===== src/rtl/fifo_nibble_tx_if.sv =====
// fifo_nibble_tx_if: FIFO read port, serial line and status bundle for fifo_nibble_tx
interface fifo_nibble_tx_if #(
  parameter int DATA_W = 4,
  parameter int CNT_W  = 8
);
  logic              tx_en;
  logic              fifo_empty;
  logic [DATA_W-1:0] fifo_dout;
  logic              fifo_rd;
  logic              tx;
  logic              busy;
  logic [CNT_W-1:0]  frames_sent;
  modport master (input tx_en, fifo_empty, fifo_dout, output fifo_rd, tx, busy, frames_sent);
  modport slave  (output tx_en, fifo_empty, fifo_dout, input fifo_rd, tx, busy, frames_sent);
endinterface


===== src/rtl/fifo_nibble_tx.sv =====
// fifo_nibble_tx: one FIFO read per frame, each nibble sent as an async serial frame on tx
// Define TX_PARITY_EN to append an even-parity bit between the data bits and the stop bit.
module fifo_nibble_tx #(
  parameter int DATA_W       = 4,
  parameter int CLKS_PER_BIT = 4,
  parameter int CNT_W        = 8
) (
  input logic              clk,
  input logic              reset,
  fifo_nibble_tx_if.master bus
);
  localparam int TW = CLKS_PER_BIT > 1 ? $clog2(CLKS_PER_BIT) : 1;
  localparam int BW = DATA_W > 1 ? $clog2(DATA_W) : 1;
  typedef enum logic [2:0] {IDLE, FETCH, WAIT, START, DATA, PARITY, STOP} state_t;
  state_t            state;
  logic [TW-1:0]     timer;
  logic [BW-1:0]     bit_idx;
  logic [DATA_W-1:0] sh;
  logic              tx;
  logic              fifo_rd;
  logic              busy;
  logic [CNT_W-1:0]  frames_sent;
  logic              last;
`ifdef TX_PARITY_EN
  logic              par;
`endif
  assign last            = timer == TW'(CLKS_PER_BIT - 1);
  assign bus.tx          = tx;
  assign bus.fifo_rd     = fifo_rd;
  assign bus.busy        = busy;
  assign bus.frames_sent = frames_sent;
  always_ff @(posedge clk or posedge reset)
    if (reset) begin
      state       <= IDLE;
      timer       <= '0;
      bit_idx     <= '0;
      sh          <= '0;
      tx          <= 1'b1;
      fifo_rd     <= 1'b0;
      busy        <= 1'b0;
      frames_sent <= '0;
`ifdef TX_PARITY_EN
      par         <= 1'b0;
`endif
    end else begin
      // timer only runs while a bit is on the line and restarts at every bit boundary
      timer <= (state inside {START, DATA, PARITY, STOP} && !last) ? timer + 1'b1 : '0;
      case (state)
        IDLE: if (bus.tx_en && !bus.fifo_empty) begin
          fifo_rd <= 1'b1;
          busy    <= 1'b1;
          state   <= FETCH;
        end
        FETCH: begin
          fifo_rd <= 1'b0;
          state   <= WAIT;
        end
        WAIT: begin
          sh    <= bus.fifo_dout;
`ifdef TX_PARITY_EN
          par   <= ^bus.fifo_dout;
`endif
          tx    <= 1'b0;
          state <= START;
        end
        START: if (last) begin
          tx      <= sh[0];
          bit_idx <= '0;
          state   <= DATA;
        end
        DATA: if (last) begin
          sh      <= sh >> 1;
          bit_idx <= bit_idx + 1'b1;
          if (bit_idx == BW'(DATA_W - 1)) begin
`ifdef TX_PARITY_EN
            tx    <= par;
            state <= PARITY;
`else
            tx    <= 1'b1;
            state <= STOP;
`endif
          end else tx <= sh[1];
        end
        PARITY: if (last) begin
          tx    <= 1'b1;
          state <= STOP;
        end
        STOP: if (last) begin
          busy        <= 1'b0;
          frames_sent <= frames_sent + 1'b1;
          state       <= IDLE;
        end
        default: state <= IDLE;
      endcase
    end
endmodule


===== src/flat_wrapper.sv =====
// flat-port wrapper written by rule: the top's interface ports become plain ports
module fifo_nibble_tx_flat 
#(
  parameter int DATA_W       = 4,
  parameter int CLKS_PER_BIT = 4,
  parameter int CNT_W        = 8
)
  (clk, reset, bus_tx_en, bus_fifo_empty, bus_fifo_dout, bus_fifo_rd, bus_tx, bus_busy, bus_frames_sent);
  fifo_nibble_tx_if #(.DATA_W(DATA_W), .CNT_W(CNT_W)) bus_i ();
  input logic clk;
  input logic reset;
  input wire logic [$bits(bus_i.tx_en)-1:0] bus_tx_en;
  input wire logic [$bits(bus_i.fifo_empty)-1:0] bus_fifo_empty;
  input wire logic [$bits(bus_i.fifo_dout)-1:0] bus_fifo_dout;
  output wire logic [$bits(bus_i.fifo_rd)-1:0] bus_fifo_rd;
  output wire logic [$bits(bus_i.tx)-1:0] bus_tx;
  output wire logic [$bits(bus_i.busy)-1:0] bus_busy;
  output wire logic [$bits(bus_i.frames_sent)-1:0] bus_frames_sent;
  assign bus_i.tx_en = bus_tx_en;
  assign bus_i.fifo_empty = bus_fifo_empty;
  assign bus_i.fifo_dout = bus_fifo_dout;
  assign bus_fifo_rd = bus_i.fifo_rd;
  assign bus_tx = bus_i.tx;
  assign bus_busy = bus_i.busy;
  assign bus_frames_sent = bus_i.frames_sent;
  fifo_nibble_tx #(.DATA_W(DATA_W), .CLKS_PER_BIT(CLKS_PER_BIT), .CNT_W(CNT_W)) u_core (.clk(clk), .reset(reset), .bus(bus_i));
endmodule

===== config.mk =====
export PLATFORM = sky130hd
export DESIGN_NAME = fifo_nibble_tx_flat
export DESIGN_NICKNAME = d
export VERILOG_FILES = /design/src/rtl/fifo_nibble_tx_if.sv /design/src/rtl/fifo_nibble_tx.sv /design/src/flat_wrapper.sv
export SDC_FILE = /design/constraint.sdc
export NUM_CORES = 1
export LEC_CHECK = 0
export ABC_CLOCK_PERIOD_IN_PS = 1900
export BUFFER_PORTS_ARGS = -buffer_cell sky130_fd_sc_hd__buf_2
export CORE_ASPECT_RATIO = 1.25
export CORE_UTILIZATION = 55
export CTS_BUF_LIST = sky130_fd_sc_hd__clkbuf_2
export CTS_CLUSTER_SIZE = 12
export DETAILED_ROUTE_END_ITERATION = 8
export PLACE_DENSITY = 0.76
export SLEW_MARGIN = 10
export SYNTH_ARGS = -nofsm -noshare
export SYNTH_HDL_FRONTEND = slang
export SYNTH_SLANG_ARGS = --single-unit

===== constraint.sdc =====
create_clock -name clk -period 1.9 [get_ports clk]
set_clock_uncertainty 0.05 [all_clocks]
set_input_delay 0.095 -clock clk [delete_from_list [all_inputs] [get_ports clk]]
set_output_delay 0.095 -clock clk [all_outputs]
set_load 0.02 [all_outputs]

Word level (Yosys, flattened, before mapping)
Index checks and enable logic that the tools add are counted.
Cells by class
  $add $sub $neg: 3
  equality and inequality tests: 14
  muxes and demuxes: 22
  reduce and logical (&&, ||, !) cells: 18
Operators by type and width (count)
  $pmux 3 s7: 1
  $mux 3: 6
  $ne 2x1->1 const B: 5
  $eq 3x3->1 const B: 3
  $add 8x1->8 const B: 1
  $pmux 4 s2: 1
  $reduce_bool 2->1: 4
  $reduce_bool 4->1: 2
  $eq 3x2->1 const B: 2
  $mux 1: 6
  $mux 2: 3
  $reduce_and 2->1: 3
  $reduce_and 3->1: 2
  $reduce_and 6->1: 1
  $add 2x1->2 const B: 2
  $eq 2x2->1 const B: 2
  $mux 4: 1
  $pmux 1 s2: 2
  $pmux 1 s4: 1
  $pmux 2 s2: 1
  $reduce_and 4->1: 1
  $eq 3x1->1 const B: 1
  $logic_not 3->1: 1
  $logic_and 1x1->1: 2
  other kinds (2): 3
Storage, ports and cells
  flip-flop bits (word level): 22
  output and inout bits: 11

Depth between registers and ports, before layout
Gate-level depths: netlist of run 1.
  word-level depth: 4
  gate-level depth with buffers: 5
  mapped depth without buffers: 4

Worst setup path after synthesis of run 1
OpenSTA, ideal clock, no wires.
  path type: reg-to-reg
  start point: register u_core.timer[0]
  end point: register u_core.sh[0]
  data arrival time: 1286 ps
  path slack: 439 ps
  stages on the path, launching flop included: 5
  buffers on the path: 0
  period minus slack after synthesis: 1461 ps
  path through: dfrtp_1 ha_1 and3b_4 o21ba_4 mux2_4
Between the ends
  word-level cells in the longest chain between the ends: 3
Ends and longest elaborated chain
  start, declared: line fifo_nibble_tx.sv:16  | logic [TW-1:0] timer;
  start signal, assigned: line fifo_nibble_tx.sv:47  | timer <= (state inside {START, DATA, PARITY, STOP} && !last) ? timer + 1'b1 : '0;
  $eq 2x2->1: line fifo_nibble_tx.sv:27  | assign last = timer == TW'(CLKS_PER_BIT - 1);
  $ne 2x1->1 (no source line)
  $reduce_and 2->1 (no source line)
  end signal, assigned: line fifo_nibble_tx.sv:59  | sh <= bus.fifo_dout;
  end signal, assigned: line fifo_nibble_tx.sv:72  | sh <= sh >> 1;
  end, declared: line fifo_nibble_tx.sv:18  | logic [DATA_W-1:0] sh;
Every way passes these cells.
A chain may end at the register's enable or synchronous reset.

Worst setup path in the final report of run 1
  start point: register u_core.state[1]
  end point: register u_core.sh[2]
Between the ends
  word-level cells in the longest chain between the ends: 3
  elaborated cells on any way between the ends: 6
  classes of those cells: eq/ne: 3; mux: 1; reduce/logical: 2
Ends and longest elaborated chain
  start, declared: line fifo_nibble_tx.sv:15  | state_t state;
  start signal, assigned: line fifo_nibble_tx.sv:34  | state <= IDLE;
  start signal, assigned: line fifo_nibble_tx.sv:52  | state <= FETCH;
  start signal, assigned: line fifo_nibble_tx.sv:56  | state <= WAIT;
  $eq 3x3->1 or $eq 3x2->1 (tied branches): line fifo_nibble_tx.sv:48  | case (state)
  $ne 2x1->1 (no source line) or $reduce_bool 2->1 (tied branches)
  $reduce_and 2->1 (no source line)
Parallel ways exist; a longest one is shown, timed or not.

==> results.tsv, run 1 <==
stage	metric	value	unit
cells_and_area	# diodes	0	
placement	input/output buffers	18	
cts	post-cts resize count	0	
setup_path	flop-to-flop setup slack	270	ps
floorplanning	Initial Utilization	0.5859	
cts	Root Buffer Master	clkbuf_2	
worst_hold_path	hold wc startpoint	bus_fifo_dout[1]	
power	total design power	1.454	mW
synth	Post-Syn Area	1161	µm²
placement	dpl ws	289.3	ps
setup_path	CP arrival	1830	ps
grt	initial antenna violation count	0	
detailed_routing	vias per cell	5.726	
detailed_routing	Iter 0 DRT Violations	10	
synth	synthesized net count	114	
setup_path	R2R depth	3	
power	Pwr Density	1107	nW/µm²
grt	largest net degree at the start of global routing	23	
synth	post-synthesis register bit count	22	
setup_path	maximum fanout along the worst path	14	
timing	Setup WS post-layout	271.9	ps
setup_path	CP Cell Sequence	nor3b_2 -> mux2_2 -> mux2_4	
worst_hold_path	Worst Hold End	u_core.sh[1]$_DFFE_PP0P_	
cells_and_area	area delta synth->final	13.15	%
timing	Tmin final	1628	ps
cells_and_area	fillers	163	
cts	CTS max path bufs	2	
timing	Worst-Margin Slew	381.0	ps
cts	clock network latency to the later pin of the worst-skew pair	330	ps
setup_path	startpoint types	flop	
detailed_routing	number of detailed-route iterations in the first pass	4	
cts	clock transition at the registers of the reported paths	200	ps
setup_path	slowest stage delay, CP	560	ps
setup_path	Buf+Inv Stages, Crit Path	0	
timing	Final Hold Fails	0	
synth	EDFF count, synth	0	
floorplanning	CORE AREA	1982	µm²
cells_and_area	Core Util, Final	0.6629	
cells_and_area	final net count	138	
placement	dpl cells	140	
worst_hold_path	hold crit path type	in -> reg	
placement	post-DP HPWL	1.478	mm
grt	GRT overflow	0	
setup_path	Worst R2R Start	u_core.state[1]$_DFFE_PP0P_	
synth	sequential share of the synthesized area	0.4752	
run	Max-Cap Viols	0	
setup_path	critical path's slowest cell	dfrtp_1	
cts	CTS sink cnt	22	
synth	synthesized area per cell	11.27	µm²
cts	Num CTS Buffers	3	
power	leakage	0.6194	nW
timing	max-slew violations	0	
setup_path	critical path class	reg -> reg	
grt	total track usage	0.2043	
timing	Final period util	0.8569	
floorplanning	number of I/O pins	19	
setup_path	Worst path depth	3	
power	Worst VDD drop	0.8000	mV
synth	FFs w/ async S/R, synth	1.000	
cells_and_area	ratio of cells with drive above 1 in the final layout	0.2937	
grt	vias in the first global route	788	
grt	first-pass GRT wire length	3.387	mm
detailed_routing	DRC	0	
detailed_routing	drt wl/cell	13.86	µm
cts	CTS Hold Bufs	2	
cells_and_area	Final Non-Filler Cells	146	
cts	TritonCTS clock tree	yes	
timing	Peak Freq	0.6142	GHz
floorplanning	die area	2300	µm²
placement	GP Congestion	0.8148	
detailed_routing	Vias	836	
cts	CTS HTree Levels	1	
setup_path	CP required	2100	ps
setup_path	reg2reg end	u_core.sh[2]$_DFFE_PP0P_	
synth	cells after synthesis	103	
cts	Setup Buffers After CTS	0	
timing	RSZ-0062 raised after global routing	no	
setup_path	Top delay family on crit path	multiplexers	
floorplanning	Rows	18	
floorplanning	chip height	53.37	µm
timing	setup tns final	0	ps
setup_path	kind of end point of the critical path	flop	
synth	top_reg_cell synth	dfrtp_1	
detailed_routing	Post-Route WL	2.024	mm
detailed_routing	Detail Route Antenna Nets	0	
synth	Synth cell types	37	
run_status	status	completed	
timing	endpoints failing setup	0	
worst_hold_path	hold path cells	3	
synth	Synthesis Warnings	0	
floorplanning	DIE WIDTH	43.10	µm
timing	Max-slew headroom	0.7460	
==> how the worst max path moves through the flow <==
| stage | startpoint | endpoint | slack (ps) |
|---|---|---|---|
| after floorplan | u_core.timer[0]$_DFF_PP0_ | u_core.sh[0]$_DFFE_PP0P_ | 440 |
| after global placement | u_core.state[1]$_DFFE_PP0P_ | u_core.sh[2]$_DFFE_PP0P_ | 340 |
| after detailed placement | u_core.state[1]$_DFFE_PP0P_ | u_core.sh[0]$_DFFE_PP0P_ | 290 |
| after CTS | u_core.state[1]$_DFFE_PP0P_ | u_core.sh[2]$_DFFE_PP0P_ | 270 |
| after global routing | u_core.state[1]$_DFFE_PP0P_ | u_core.sh[1]$_DFFE_PP0P_ | 200 |
| final | u_core.state[1]$_DFFE_PP0P_ | u_core.sh[2]$_DFFE_PP0P_ | 270 |
==> synth_stat cells (2+ instances only) <==
cell type | instances | area share
a211oi_1 | 2 | 0.013
dfrtp_1 | 21 | 0.45
nand2b_1 | 3 | 0.016
buf_2 | 4 | 0.017
nor3_1 | 3 | 0.013
nor2_1 | 6 | 0.019
o22a_1 | 2 | 0.015
nand4_1 | 3 | 0.016
and2_1 | 4 | 0.022
a221oi_1 | 3 | 0.023
nand3_1 | 2 | 0.0086
mux2_2 | 3 | 0.029
nand2_1 | 3 | 0.0097
xnor2_1 | 7 | 0.053
a21oi_1 | 3 | 0.013
ha_1 | 3 | 0.032
inv_1 | 4 | 0.013
o21ai_0 | 6 | 0.026
mux2_4 | 3 | 0.039
==> power by group <==
part | leakage, nW | internal [mW] | switching [mW]
combinational | 0.327 | 0.302 | 0.276
sequential | 0.279 | 0.587 | 0.103
clock | 0.0140 | 0.0457 | 0.140
total | 0.619 | 0.935 | 0.520
==> stage by stage <==
step / instance area, µm² / hold WS (ps)
2_1_floorplan: 1161 / 33.48
5_1_grt: 1314 / 26.77
6_report: 1314 / 50.75
3_3_place_gp: 1275 / 85.42
3_5_place_dp: 1275 / 95.41
4_1_cts: 1314 / 39.21
==> tightest hold or removal path, delay by kind of cell <==
family                 cells  cell delay, ps
buffers and inverters      1              70
multiplexers               2             260
==> layout by cell type, fill, tap and decap left out, drive strengths merged, types with 4 or more instances in the layout <==
cell type  instances
buf               23
dfrtp             21
xnor2              7
mux2               7
nor2               6
o21ai              6
inv                4
and2               4
==> layout make-up <==
| class | count | area (µm²) | share of cell area |
|---|---|---|---|
| Clock inverter | 1 | 3.754 | 0.002857 |
| Timing Repair Buffer | 25 | 147.6 | 0.1124 |
| Multi-Input combinational cell | 71 | 555.5 | 0.4229 |
| Clock buffer | 3 | 15.01 | 0.01143 |
| Sequential cell | 22 | 551.8 | 0.4200 |
| Inverter | 4 | 15.01 | 0.01143 |
| Tap cell | 20 | 25.02 | 0.01905 |
==> sequential cells by signal (all words and copies together) (netlist names) <==
register	count
u_core.bus.frames_sent	8
u_core.sh	4
u_core.state	3
u_core.bit_idx	2
u_core.timer	2
u_core.bus.busy	1
u_core.bus.fifo_rd	1
u_core.bus.tx	1
==> per-layer routing <==
| layer | vias to the layer above | track usage | part of all wire |
|---|---|---|---|
| met5 | - | 0 | 0 |
| met4 | 0 | 0.1061 | 0.021 |
| met3 | 5 | 0.04096 | 0.024 |
| met2 | 16 | 0.3433 | 0.51 |
| met1 | 397 | 0.2451 | 0.45 |
| li1 | 418 | - | - |
==> logic make-up after synthesis <==
logic type / share of synthesized area
multiplexers: 0.08620
buffers and inverters: 0.04633
AND/OR/NAND/NOR: 0.1724
XOR/XNOR: 0.06035
adder cells (fa/ha/maj): 0.03233
flip-flops: 0.4752
AO/OA/AOI/OAI: 0.1272
Power figures use the tool's default switching activity.
==> run 2: changes to the inputs <==
BUFFER_PORTS_ARGS = not set   (was -buffer_cell sky130_fd_sc_hd__buf_2)
DONT_BUFFER_PORTS = 1   (was not set)
PLACE_DENSITY = 0.68   (was 0.76)
==> results.tsv, run 2 (synthesis results as in run 1) <==
stage	metric	value	unit	change
timing	Final Hold Fails	0		unchanged
detailed_routing	DRC	0		unchanged
floorplanning	Initial Utilization	0.5859		unchanged
placement	GP Congestion	0.7879		-3.3%
setup_path	CP arrival	2030	ps	+200 ps
setup_path	CP required	2110	ps	about the same
grt	initial antenna violation count	0		unchanged
grt	M2 GR Usage	0.3632		+0.01990
setup_path	critical path class	reg -> reg		
run_status	status	completed		
setup_path	CP Cell Sequence	nor4b_1 -> dlygate4sd3_1 -> nor2_1 -> o21ai_0		
floorplanning	CORE AREA	1982	µm²	unchanged
detailed_routing	vias per cell	6.105		+6.6%
power	Pwr Density	1142	nW/µm²	+3.2%
cells_and_area	ratio of cells with drive above 1 in the final layout	0.1770		-0.1167
floorplanning	DIE WIDTH	43.10	µm	unchanged
timing	endpoints failing setup	0		unchanged
placement	post-DP HPWL	1.402	mm	-5.2%
cts	CTS HTree Levels	1		unchanged
setup_path	reg2reg end	u_core.bus.busy$_DFFE_PP0P_		
cells_and_area	Largest Register	u_core.bus.frames_sent		
grt	first-pass GRT wire length	3.553	mm	+4.9%
placement	input/output buffers	0		-18
detailed_routing	Iter 0 DRT Violations	9		-1
grt	vias in the first global route	810		+2.8%
cts	Root Buffer Master	clkbuf_2		
setup_path	maximum fanout along the worst path	14		unchanged
detailed_routing	number of detailed-route iterations in the first pass	4		unchanged
worst_hold_path	hold crit path type	in -> reg		
cells_and_area	commonest non-fill, non-tap cells in the layout	20 x dfrtp_1, 7 x xnor2_1, 7 x dlygate4sd3_1, 6 x nor2_1, 6 x o21ai_0		
cells_and_area	commonest non-fill, non-tap cell in the layout	dfrtp_1		
grt	largest net degree at the start of global routing	23		unchanged
cts	TritonCTS clock tree	yes		
cts	clock network latency to the later pin of the worst-skew pair	330	ps	about the same
grt	met1 Resource Use GR	0.2549		+0.009783
cts	clock transition at the registers of the reported paths	210	ps	about the same
cts	CTS max path bufs	2		unchanged
detailed_routing	Detail Route Antenna Nets	0		unchanged
detailed_routing	Post-Route WL	2.081	mm	+2.8%
cells_and_area	# diodes	0		unchanged
cts	Num CTS Buffers	3		unchanged
cts	CTS sink cnt	22		unchanged
setup_path	slowest stage delay, CP	590	ps	+30 ps
timing	Peak Freq	0.5512	GHz	-10%
detailed_routing	drt wl/cell	15.65	µm	+13%
timing	Worst-Margin Slew	840.7	ps	+459.8 ps
grt	met3 Use GR	0.03413		-0.006826
setup_path	Worst R2R Start	u_core.state[1]$_DFFE_PP0P_		
grt	GRT overflow	0		unchanged
timing	Max-slew headroom	0.4389		-0.3071
timing	setup tns final	0	ps	unchanged
setup_path	CP startpoint	u_core.state[1]$_DFFE_PP0P_		
timing	max-slew violations	0		unchanged
cells_and_area	area delta synth->final	9.806	%	
run	Max-Cap Viols	0		unchanged
setup_path	crit path capture	u_core.bus.busy$_DFFE_PP0P_		
setup_path	critical path's slowest cell	dlygate4sd3_1		
timing	Tmin final	1814	ps	+186.1 ps
grt	GR peak layer	met2		
floorplanning	number of I/O pins	19		unchanged
timing	RSZ-0062 raised after global routing	no		
setup_path	startpoint types	flop		
setup_path	flop-to-flop setup slack	90	ps	-190 ps
setup_path	kind of end point of the critical path	flop		
floorplanning	die area	2300	µm²	unchanged
cells_and_area	Largest regs	u_core.bus.frames_sent (8), u_core.sh (4), u_core.state (3)		
power	leakage	0.5572	nW	-10%
cells_and_area	Core Util, Final	0.6433		-0.01957
setup_path	R2R depth	4		+1
detailed_routing	Vias	812		-2.9%
cells_and_area	final net count	125		-9.4%
cells_and_area	number of flip-flops in the largest register	8		unchanged
power	Worst VDD drop	0.6068	mV	-24%
floorplanning	chip height	53.37	µm	unchanged
grt	total track usage	0.2078		+0.003432
floorplanning	Rows	18		unchanged
timing	Final period util	0.9548		+0.09793
-- run 2: cell types whose count changed in the layout (fill, tap and decap cells not counted) --
cell	delta
dlygate4sd3_1	+5
buf_2	-18
dfrtp_2	+1
dfrtp_1	-1
-- run 2: what timing repair did --
| item | 4_1_cts | 5_1_grt |
|---|---|---|
| hold buffers | 7 | 0 |
| setup endpoints to repair | 0 | 1 |
| resized for setup | 0 | 1 |
| endpoints found under the hold margin | 26 | 0 |
| setup buffers | 0 | 1 |
-- run 2: per-stage QoR --
step	hold slack (ps)	cells	worst slack, ps	total power [mW]	cell area (µm²)
final	21.03	133	85.79	1.456	1275
after global routing	27.39	133	5.786	1.555	1275
after CTS	13.41	132	46.27	1.445	1266
after detailed placement	148.4	121	260.5	1.248	1177
after global placement	135.5	121	281.9	1.234	1177
after floorplan	33.48	103	438.6	1.147	1161
-- run 2: per-layer routing --
layer | routed length [µm] | vias up
li1 | - | 391
met1 | 960 | 401
met2 | 1041 | 16
met3 | 57 | 4
met4 | 21 | 0
met5 | 0 | -
-- run 2: worst min-delay path by stage --
stage | endpoint | startpoint | depth (start not counted)
after detailed placement | u_core.bus.frames_sent[3]$_DFFE_PP0P_ | reset | 1
after global routing | u_core.bus.fifo_rd$_DFFE_PP0P_ | bus_tx_en | 3
final | u_core.bus.fifo_rd$_DFFE_PP0P_ | bus_tx_en | 3
after floorplan | u_core.bit_idx[0]$_DFFE_PP0P_ | reset | 1
after CTS | u_core.bus.fifo_rd$_DFFE_PP0P_ | bus_tx_en | 3
after global placement | u_core.timer[1]$_DFF_PP0_ | reset | 1
-- run 2: power breakdown --
group          internal [mW]  switching, mW
Sequential             0.589          0.142
Combinational          0.297          0.243
Clock                 0.0457          0.140
-- run 2: area by class of cell --
class | count | area [µm²]
Inverter | 4 | 15.01
Timing Repair Buffer | 12 | 107.6
Tap cell | 20 | 25.02
Clock inverter | 1 | 3.754
Multi-Input combinational cell | 71 | 555.5
Sequential cell | 22 | 553.0
Fill cell | 167 | 706.9
Clock buffer | 3 | 15.01
-- run 2: worst max-delay path: cells and delay by family, from the launching register on --
kind / cells / cell delay, ps
AO/OA/AOI/OAI: 1 / 130
buffers and inverters: 1 / 590
flip-flops: 1 / 580
AND/OR/NAND/NOR: 2 / 400
